$ cat src/rtl/if_fetch_unit.sv
// if_fetch_unit
//   Instruction-fetch stage feeding the main decoder. Owns the PC, fetches one
//   32-bit word at a time over a req/ack handshake, holds it in the instruction
//   register until the datapath retires it, then steps to the next PC chosen
//   by Jr > Jump > taken Branch > sequential.
//
// Ports
//   clk, rst_n                 clock (rising edge), async active-low reset
//   imem_req/addr/ack/rdata    instruction memory handshake (addr == pc)
//   instr, opcode, funct       latched instruction and its decode slices
//   pc, pc_plus4               address of instr and its successor
//   instr_valid                instr holds a fetched word
//   advance, stall             retire current instr / hold (stall wins)
//   Jump, Branch, branch_cond  control from decode, sampled when advancing
//   Jr, rs_data                register-indirect jump and its target
//   fetch_error                sticky: memory timeout or misaligned target
module if_fetch_unit #(
  parameter logic [31:0] RESET_PC = 32'h0000_0000,
  parameter int unsigned TIMEOUT  = 255
) (
  input  logic        clk,
  input  logic        rst_n,
  output logic        imem_req,
  output logic [31:0] imem_addr,
  input  logic        imem_ack,
  input  logic [31:0] imem_rdata,
  output logic [31:0] instr,
  output logic [5:0]  opcode,
  output logic [5:0]  funct,
  output logic [31:0] pc,
  output logic [31:0] pc_plus4,
  output logic        instr_valid,
  input  logic        advance,
  input  logic        stall,
  input  logic        Jump,
  input  logic        Branch,
  input  logic        branch_cond,
  input  logic        Jr,
  input  logic [31:0] rs_data,
  output logic        fetch_error
);

  typedef enum logic [1:0] {S_REQ, S_VALID, S_ERROR} state_t;

  localparam logic [15:0] TO_LAST = 16'(TIMEOUT - 1);

  state_t      state, state_d;
  logic [15:0] cnt, cnt_d;
  logic [31:0] pc_d, instr_d, next_pc, br_off;
  logic        vld_d, err_d;
  // Cleared by reset and set on the first clock after release, so a request
  // (and any ack) only counts from that clock on; an ack still in flight from
  // a request abandoned by reset is never taken as data.
  logic        req_en;

  assign imem_addr = pc;
  assign pc_plus4  = pc + 32'd4;
  assign opcode    = instr[31:26];
  assign funct     = instr[5:0];
  assign br_off    = {{14{instr[15]}}, instr[15:0], 2'b00};

  always_comb begin
    if (Jr)                       next_pc = rs_data;
    else if (Jump)                next_pc = {pc_plus4[31:28], instr[25:0], 2'b00};
    else if (Branch && branch_cond) next_pc = pc_plus4 + br_off;
    else                          next_pc = pc_plus4;
  end

  always_comb begin
    state_d  = state;
    cnt_d    = cnt;
    pc_d     = pc;
    instr_d  = instr;
    vld_d    = instr_valid;
    err_d    = fetch_error;
    imem_req = 1'b0;
    case (state)
      S_REQ: begin
        if (req_en) begin
          imem_req = 1'b1;
          // ack has priority over the timeout in the last allowed cycle
          if (imem_ack) begin
            instr_d = imem_rdata;
            vld_d   = 1'b1;
            cnt_d   = 16'd0;
            state_d = S_VALID;
          end else if (cnt == TO_LAST) begin
            err_d   = 1'b1;
            state_d = S_ERROR;
          end else begin
            cnt_d = cnt + 16'd1;
          end
        end
      end
      S_VALID: begin
        if (advance && !stall) begin
          pc_d  = next_pc;
          vld_d = 1'b0;
          // misaligned target: park pc on it and never request it
          if (next_pc[1:0] != 2'b00) begin
            err_d   = 1'b1;
            state_d = S_ERROR;
          end else begin
            state_d = S_REQ;
          end
        end
      end
      S_ERROR: begin
        vld_d = 1'b0;
        err_d = 1'b1;
      end
      default: state_d = S_ERROR;
    endcase
  end

  always_ff @(posedge clk or negedge rst_n) begin
    if (!rst_n) begin
      state       <= S_REQ;
      cnt         <= 16'd0;
      pc          <= RESET_PC;
      instr       <= 32'h0;
      instr_valid <= 1'b0;
      fetch_error <= 1'b0;
      req_en      <= 1'b0;
    end else begin
      state       <= state_d;
      cnt         <= cnt_d;
      pc          <= pc_d;
      instr       <= instr_d;
      instr_valid <= vld_d;
      fetch_error <= err_d;
      req_en      <= 1'b1;
    end
  end

endmodule

$ cat config.mk
export PLATFORM = sky130hd
export DESIGN_NAME = if_fetch_unit
export DESIGN_NICKNAME = d
export VERILOG_FILES = /design/src/rtl/if_fetch_unit.sv
export SDC_FILE = /design/constraint.sdc
export NUM_CORES = 1
export LEC_CHECK = 0
export ABC_AREA = 1
export CORE_MARGIN = 1.5
export CORE_UTILIZATION = 49
export CTS_BUF_LIST = sky130_fd_sc_hd__clkbuf_2 sky130_fd_sc_hd__clkbuf_4 sky130_fd_sc_hd__clkbuf_8
export CTS_CLUSTER_DIAMETER = 200
export DETAILED_ROUTE_END_ITERATION = 10
export PLACE_DENSITY = 0.81
export RECOVER_POWER = 25
export SETUP_SLACK_MARGIN = 0.5
export SLEW_MARGIN = 30
export SYNTH_ARGS = -nofsm -noshare
export SYNTH_HDL_FRONTEND = slang
export SYNTH_SLANG_ARGS = --single-unit
$ cat constraint.sdc
create_clock -name clk -period 6.3 [get_ports clk]
set_input_delay 1.26 -clock clk [delete_from_list [all_inputs] [get_ports clk]]
set_output_delay 1.26 -clock clk [all_outputs]
set_load 0.05 [all_outputs]
# == Word level (Yosys, flattened, before mapping) ==
# Cells that the tools add are included.
# word_totals
register_bits,85
inputBits,73
out_inout_bits,143
wordCells,57
# op_classes
addsub,3
eq_ne,11
muxes,23
bitwise_logic,1
n_reduce_logical,12
# op_table
operator,count
$mux W32,3
$add A32 B3 Y32 const B,1
$add A32 B32 Y32,1
$mux W16,2
$add A16 B1 Y16 const B,1
$eq A16 B8 Y1 const B,1
$ne A2 B2 Y1 const B,7
$mux W1,10
$mux W2,5
$reduce_and A4 Y1,2
$pmux W1 S3,2
$pmux W2 S3,1
$reduce_and A3 Y1,2
$reduce_and A6 Y1,1
$ne A3 B3 Y1 const B,1
$reduce_bool A3 Y1,1
$eq A2 B1 Y1 const B,1
$eq A2 B2 Y1 const B,1
$logic_and A1 B1 Y1,2
$logic_not A2 Y1,1
$reduce_and A2 Y1,1
$reduce_bool A2 Y1,1
$logic_not A1 Y1,1
$not A1 Y1,1

# == Longest topological paths before layout ==
# Gate-level depths: netlist of the first run.
# depth
ltp_word,9
mapped_depth,23
mapped_depth_nobuf,23

# == Worst setup path after synthesis of the first run ==
# OpenSTA, ideal clock, no wires.
# synth_timing
path_kind,register to register
startpoint,"reg pc[2], in the netlist imem_addr[2]"
endpoint,"reg pc[30], in the netlist imem_addr[30]"
setup_time_ns,0.118
arrival_ns,3.697
t_required_ns,6.182
setup_slack_ns,2.485
stages_incl_launch_ff,21
n_path_buf,0
synth_period_minus_slack_ns,3.815
path_cell_list,dfrtp_1 inv_1 nor2_4 nand2_2 nor2_4 xor2_1 ha_1 nand2_1 nand2_1 nand2_1 nand2_1 nand2_1 nand2_1 a21oi_1 nand2_1 nand2_1 nand3_1 nand2_1 nand2_1 nand2_1 nand2_1
# synth_via
elab_chain_len,5
# synth_rtl
element,line,text
start: declaration,30,"output logic [31:0] pc,"
start signal: assignment,128,pc <= pc_d;
$add A32 B3 Y32,57,assign pc_plus4 = pc + 32'd4;
via pc_plus4[2],31,"output logic [31:0] pc_plus4,"
$add A32 B32 Y32,65,else if (Branch && branch_cond) next_pc = pc_plus4 + br_off;
$mux W32,65,
$mux W32,64,"else if (Jump) next_pc = {pc_plus4[31:28], instr[25:0], 2'b00};"
$mux W32,63,if (Jr) next_pc = rs_data;
# The timed path passes the listed nets, and every way through them passes these cells.
# A chain may end at the register's enable or synchronous reset.

# == Final worst setup path of the first run ==
# layout_timing
startpoint,"reg pc[3], in the netlist imem_addr[3]"
endpoint,out pc_plus4[30]
# layout_via
elab_chain_len,1
# layout_rtl
element,line
$add A32 B3 Y32,57
end: declaration,31
# No other way between the ends.

==> flow_summary.toml, run 1 <==
[min_path]
min_path_cells = 1
hold_start = "fetch_error"
hp-class = "flip-flop to flip-flop"

[clocking]
clockBufferDepth = 2
ctsHtreeMaxLevel = 3
ctsHoldBuffers = 0
clk_pin_slew_worst_paths_ns = 0.10
cts.sinks = 85
cts_tree = "yes"
ctsResizeCount = 0
insertion_delay_ns = 0.38
root_buffer = "clkbuf_8"
cts_setup_buffers = 0
cts_buffers = 9

[sta]
period_minus_slack_ns = 4.28
setup_tns_ns = 0
finClkSkew_ns = 0.0154
rsz0062_at_grt = "false"
timing_worst_slew_pin_value_ns = 2.15
setup_viol = 0
slew_headroom_pct = -43.3
fmax_mhz = 234
maxSlewViolCount = 34
holdWs_ns = 0.490
fin_crit_sh_pct = 67.9
finalHoldViolCount = 0

[logic_synthesis]
synth.avg_cell_area_um2 = 6.14
synth_area_leaders = "dfrtp_1, nand2_1, inv_1, ha_1, nor2_1"
ys_seq_area_share_pct = 26.4
yosys.area_share.simple_pct = 40.6
ys_warn_count = 0
async_reset_ff_share_pct = 100
synth_xor_area_share_pct = 2.39
ys_ff_latch = 85
synthMuxAreaShare_pct = 0
synth_cell_types = 51
yosys.area_share.adder_pct = 6.76
netlist.area_leader.share_pct = 26.4
netlist_instances = 1314
syn-num-nets = 1430
synth_compound_area_share_pct = 9.74
synth_top_family_by_area = "simple AND/OR/NAND/NOR gates"
synth_top_cell_by_area = "dfrtp_1"
synth_area_um2 = 8060
synth_enable_flop_cells = 0
ys_dominant_reg_cell = "dfrtp_1"

[detailed_routing]
vias = 9040
drt_iter0_drc = 689
via_per_inst = 5.32
dr.pass1.iters = 5
drt_wl_total_um = 29100
ant_nets = 0
wl_per_cell_um = 17.1
drc = 0

[final_layout]
final_cell_area_um2 = 10300
final_core_util_pct = 64.4
antennaDiodeCount = 0
drive_gt1_share_pct = 4.65
final_nets = 1594
area_growth_pct = 27.8

[setup_path]
end_kind = "output port"
crit_path_start_kind = "flip-flop"
cp_max_fo = 7
reg2regPathDepth = 18
timing.rr.start = "imem_addr[3]"
worstPathArrival_ns = 3.02
startpoint = "imem_addr[3]"
required_ns = 5.04
crit_type = "flip-flop to output port"

[grt]
overflow = 0
grt_use_total_pct = 33.9
grt_pass1_vias = 8657
grt_pass1_wl_um = 46300
grt_max_degree = 54
grt_antenna_before_repair = 0

[power_and_ir_drop]
power_mw = 1.66
peakVddDrop_v = 0.000172
p_per_area_nw_per_um2 = 161
p_leak_nw = 5.23

[floorplanning]
dieHeight_um = 131
die_area_um2 = 17200
design.core.area_um2 = 16000
start_util_pct = 50.4
rows = 46
pin_count = 216
die_w_um = 131

[placement]
portBuffers = 215
dp_hpwl_um = 23400
place.gp.congestion = 1.03
placed_area_um2 = 10100

[flow_run]
cap_violations = 1

[outcome]
violations = "capacitance limit, slew limit"
status = "finished with violations"
[stage by stage]
| step | instances | setup slack [ns] |
|---|---|---|
| 6_report | 1699 | 2.02 |
| 5_1_grt | 1699 | 1.93 |
| 4_1_cts | 1699 | 2.04 |
| 3_5_place_dp | 1683 | 2.46 |
| 3_3_place_gp | 1683 | 2.56 |
| 2_1_floorplan | 1314 | 2.49 |
[flip-flops by register name, summed over array words and instances, names as in the netlist]
signal       count
imem_addr       32
instr           32
cnt             16
state            2
fetch_error      1
instr_valid      1
req_en           1
[final timing paths]
kind | to | slack, ns
max in group asynchronous | cnt[3] | 3.19
min in group asynchronous | imem_addr[31] | 1.48
max reg2reg | imem_addr[30] | 2.61
min | fetch_error | 0.49
max | pc_plus4[30] | 2.02
min reg2reg | fetch_error | 0.49
[layout by cell type (no fill, tap or decap), drive strengths merged, types with 4 or more instances in the layout]
| cell | netlist | routed |
|---|---|---|
| nand2 | 514 | 514 |
| clkdlybuf4s50 | 0 | 214 |
| inv | 182 | 187 |
| nor2 | 122 | 122 |
| dfrtp | 85 | 85 |
| nand3 | 78 | 78 |
| a21oi | 53 | 53 |
| ha | 42 | 42 |
| o21ai | 40 | 40 |
| nor3 | 27 | 27 |
| nand4 | 15 | 15 |
| xor2 | 13 | 13 |
| clkbuf | 16 | 11 |
| xnor2 | 9 | 9 |
| buf | 54 | 8 |
| o21bai | 7 | 7 |
| or2 | 7 | 7 |
| nand3b | 5 | 5 |
| o31ai | 5 | 5 |
| o22ai | 5 | 5 |
| nor4 | 4 | 4 |
| o221a | 4 | 4 |
| o211ai | 4 | 4 |
| o221ai | 4 | 4 |
[logic make-up after synthesis]
family	after synthesis
buffers and inverters	254
and+or+nand+nor	777
AOI/OAI and AO/OA	132
adders and majority gates	43
xor gates and xnor gates	22
DFF	85
other	1
[layout make-up]
type / count / area [µm²]
clock inverters: 6 / 76.3
inverters: 184 / 691
multi-input cells: 975 / 4800
clock buffers: 10 / 138
flip-flops and latches: 85 / 2130
fillers: 1618 / 5690
repair buffers: 223 / 2210
well taps: 216 / 270
[synthesized netlist by cell type, types with 5 or more instances]
master / count
nor3_1: 21
or2_2: 5
clkbuf_1: 16
o21ai_0: 34
o22ai_1: 5
inv_2: 5
dfrtp_1: 85
a21oi_1: 53
o21ai_1: 5
o31ai_1: 5
buf_4: 47
nor2_1: 113
xnor2_1: 9
nand2_2: 7
xor2_1: 13
inv_1: 177
buf_2: 5
o21bai_1: 6
nor2_2: 5
nor3_2: 6
nand3_1: 75
nand3b_1: 5
nand4_1: 15
nand2_1: 506
ha_1: 42
[power breakdown]
part	switching [mW]	leakage, nW	internal [mW]
combinational	0.407	4.04	0.210
sequential	0.0432	1.07	0.569
clock	0.230	0.110	0.203
total	0.680	5.23	0.981
[metal layers]
metal | track usage, % | routed length [µm]
met5 | 0 | 0
met3 | 7.45 | 2550
met4 | 9.20 | 779
met1 | 44.5 | 12400
met2 | 56.3 | 13300
[critical path, cell delays in order (launching register included)]
cell and delay (ns):
dfrtp_1 0.50, ha_1 0.28, nand2_2 0.12, nor2_2 0.19, inv_1 0.12, nor2_1 0.14, nand4_1 0.19, xor2_1 0.22
inv_1 0.08, clkdlybuf4s50_1 0.80
Power figures use the tool's default switching activity.
==> run 2: changes to the inputs <==
==> constraint.sdc (replaced) <==
create_clock -name clk -period 4.1 [get_ports clk]
set_input_delay 0.82 -clock clk [delete_from_list [all_inputs] [get_ports clk]]
set_output_delay 0.82 -clock clk [all_outputs]
set_load 0.05 [all_outputs]
==> run 2 against run 1 <==
The flow still finishes with violations (capacitance limit, slew limit). Clock skew hardly changed. Non-clock buffer count is 4 higher. First-iteration DRC count is 16% higher. Core utilization is 0.36 points higher. Sequential share of layout area hardly changed. Setup slack worse by 1.4 ns. Largest cell class unchanged. Via count is 1.5% lower. Sequential power is 54% higher. Die area stayed put. Routed wire length is 1.8% lower. Design area is 0.56% higher.
==> flow_summary.toml, run 2 (synthesis results as in run 1) <==
[outcome]
status = "finished with violations"
violations = "capacitance limit, slew limit"

[min_path]
holdPathEnd = "fetch_error"
hp-class = "flip-flop to flip-flop"
min_path_cells = 1
hold_start = "fetch_error"

[final_layout]
area_growth_pct = 28.5
final_nets = 1598
mostFrequentLayoutCells = "nand2_1, clkdlybuf4s50_1, inv_1, nor2_1, dfrtp_1"
antennaDiodeCount = 0
final_common_cell = "nand2_1"
drive_gt1_share_pct = 5.92

[floorplanning]
die_area_um2 = 17200
pin_count = 216
die_w_um = 131
design.core.area_um2 = 16000
rows = 46
start_util_pct = 50.4
dieHeight_um = 131

[detailed_routing]
dr.pass1.iters = 7
vias = 8903
drc = 0
drt_wl_total_um = 28600
wl_per_cell_um = 16.8
ant_nets = 0
drt_iter0_drc = 796
via_per_inst = 5.23

[setup_path]
cp_max_fo = 6
ff2ff_setup_slack_ns = 0.80
r2r_end = "imem_addr[19]"
path_delay_family = "buffers and inverters"
required_ns = 3.28
crit_type = "flip-flop to output port"
crit_chain = "clkinvlp_4 > nor2_4 > nand2_1 > nor2_1 > xnor2_1 > inv_1 > clkdlybuf4s50_1"
end_kind = "output port"
worst-path-buf-inv = 3
worstPathArrival_ns = 2.66
critPathMaxStageDelay_ns = 0.82
crit_path_start_kind = "flip-flop"
reg2regPathDepth = 19
critPathSlowestCell = "clkdlybuf4s50_1"
timing.rr.start = "imem_addr[3]"

[grt]
grt_use_total_pct = 33.0
grt_pass1_vias = 8205
grt_antenna_before_repair = 0
grt_max_degree = 67
grt_pass1_wl_um = 44700
overflow = 0

[clocking]
cts_setup_buffers = 0
cts_tree = "yes"
clk_pin_slew_worst_paths_ns = 0.09
ctsHoldBuffers = 0
cts.sinks = 85
root_buffer = "clkbuf_8"
ctsResizeCount = 12
insertion_delay_ns = 0.39
cts_buffers = 9
clockBufferDepth = 2
ctsHtreeMaxLevel = 3

[sta]
finalHoldViolCount = 0
timing_worst_slew_pin_value_ns = 1.78
setup_tns_ns = 0
setup_viol = 0
period_minus_slack_ns = 3.48
fin_crit_sh_pct = 84.9
maxSlewViolCount = 67
slew_headroom_pct = -18.6
rsz0062_at_grt = "false"
fmax_mhz = 287
finClkSkew_ns = 0.0157
holdWs_ns = 0.474

[placement]
portBuffers = 215
dp_hpwl_um = 22900
place.gp.congestion = 1.02

[power_and_ir_drop]
p_leak_nw = 5.34
peakVddDrop_v = 0.000187
p_per_area_nw_per_um2 = 243

[flow_run]
cap_violations = 1
-- run 2: per-stage QoR --
stage                     power (mW)  utilization [%]  worst slack (ns)  instance area, µm²  instances
after floorplan                 1.56                -             0.586                8080       1314
after global placement          1.88             63.4             0.810               10100       1687
after detailed placement        1.89             63.4             0.773               10100       1687
after CTS                       2.52             64.6             0.507               10300       1703
after global routing            2.64             64.8             0.500               10400       1703
final                           2.52             64.8             0.620               10400       1703
-- run 2: final cells by class --
type	count	area (µm²)
clock buffers	11	139
clock inverters	5	60.1
fillers	1560	5630
inverters	184	694
multi-input cells	975	4830
flip-flops and latches	85	2140
well taps	216	270
repair buffers	227	2230
-- run 2: routing by layer --
| metal | share of wire (%) | track usage [%] | wire (µm) | vias up |
|---|---|---|---|---|
| met5 | 0 | 0 | 0 | - |
| met4 | 1.9 | 8.95 | 551 | 0 |
| met3 | 9.3 | 7.68 | 2670 | 41 |
| met2 | 45 | 52.5 | 12900 | 402 |
| met1 | 44 | 45.0 | 12500 | 4041 |
| li1 | - | - | - | 4419 |
-- run 2: how the worst max path moves through the flow --
stage	start	end	slack [ns]	cells past startpoint
6_report	imem_addr[2]	pc_plus4[17]	0.62	7
3_5_place_dp	imem_addr[3]	imem_addr[24]	0.77	20
5_1_grt	imem_addr[10]	pc_plus4[29]	0.50	8
4_1_cts	imem_addr[3]	pc_plus4[20]	0.51	8
3_3_place_gp	imem_addr[3]	imem_addr[24]	0.81	20
2_1_floorplan	imem_addr[3]	imem_addr[31]	0.59	20
-- run 2: where the power goes --
| part | total [mW] | internal (mW) | switching (mW) |
|---|---|---|---|
| Sequential | 0.942 | 0.874 | 0.0678 |
| Combinational | 0.941 | 0.320 | 0.621 |
| Clock | 0.633 | 0.298 | 0.335 |
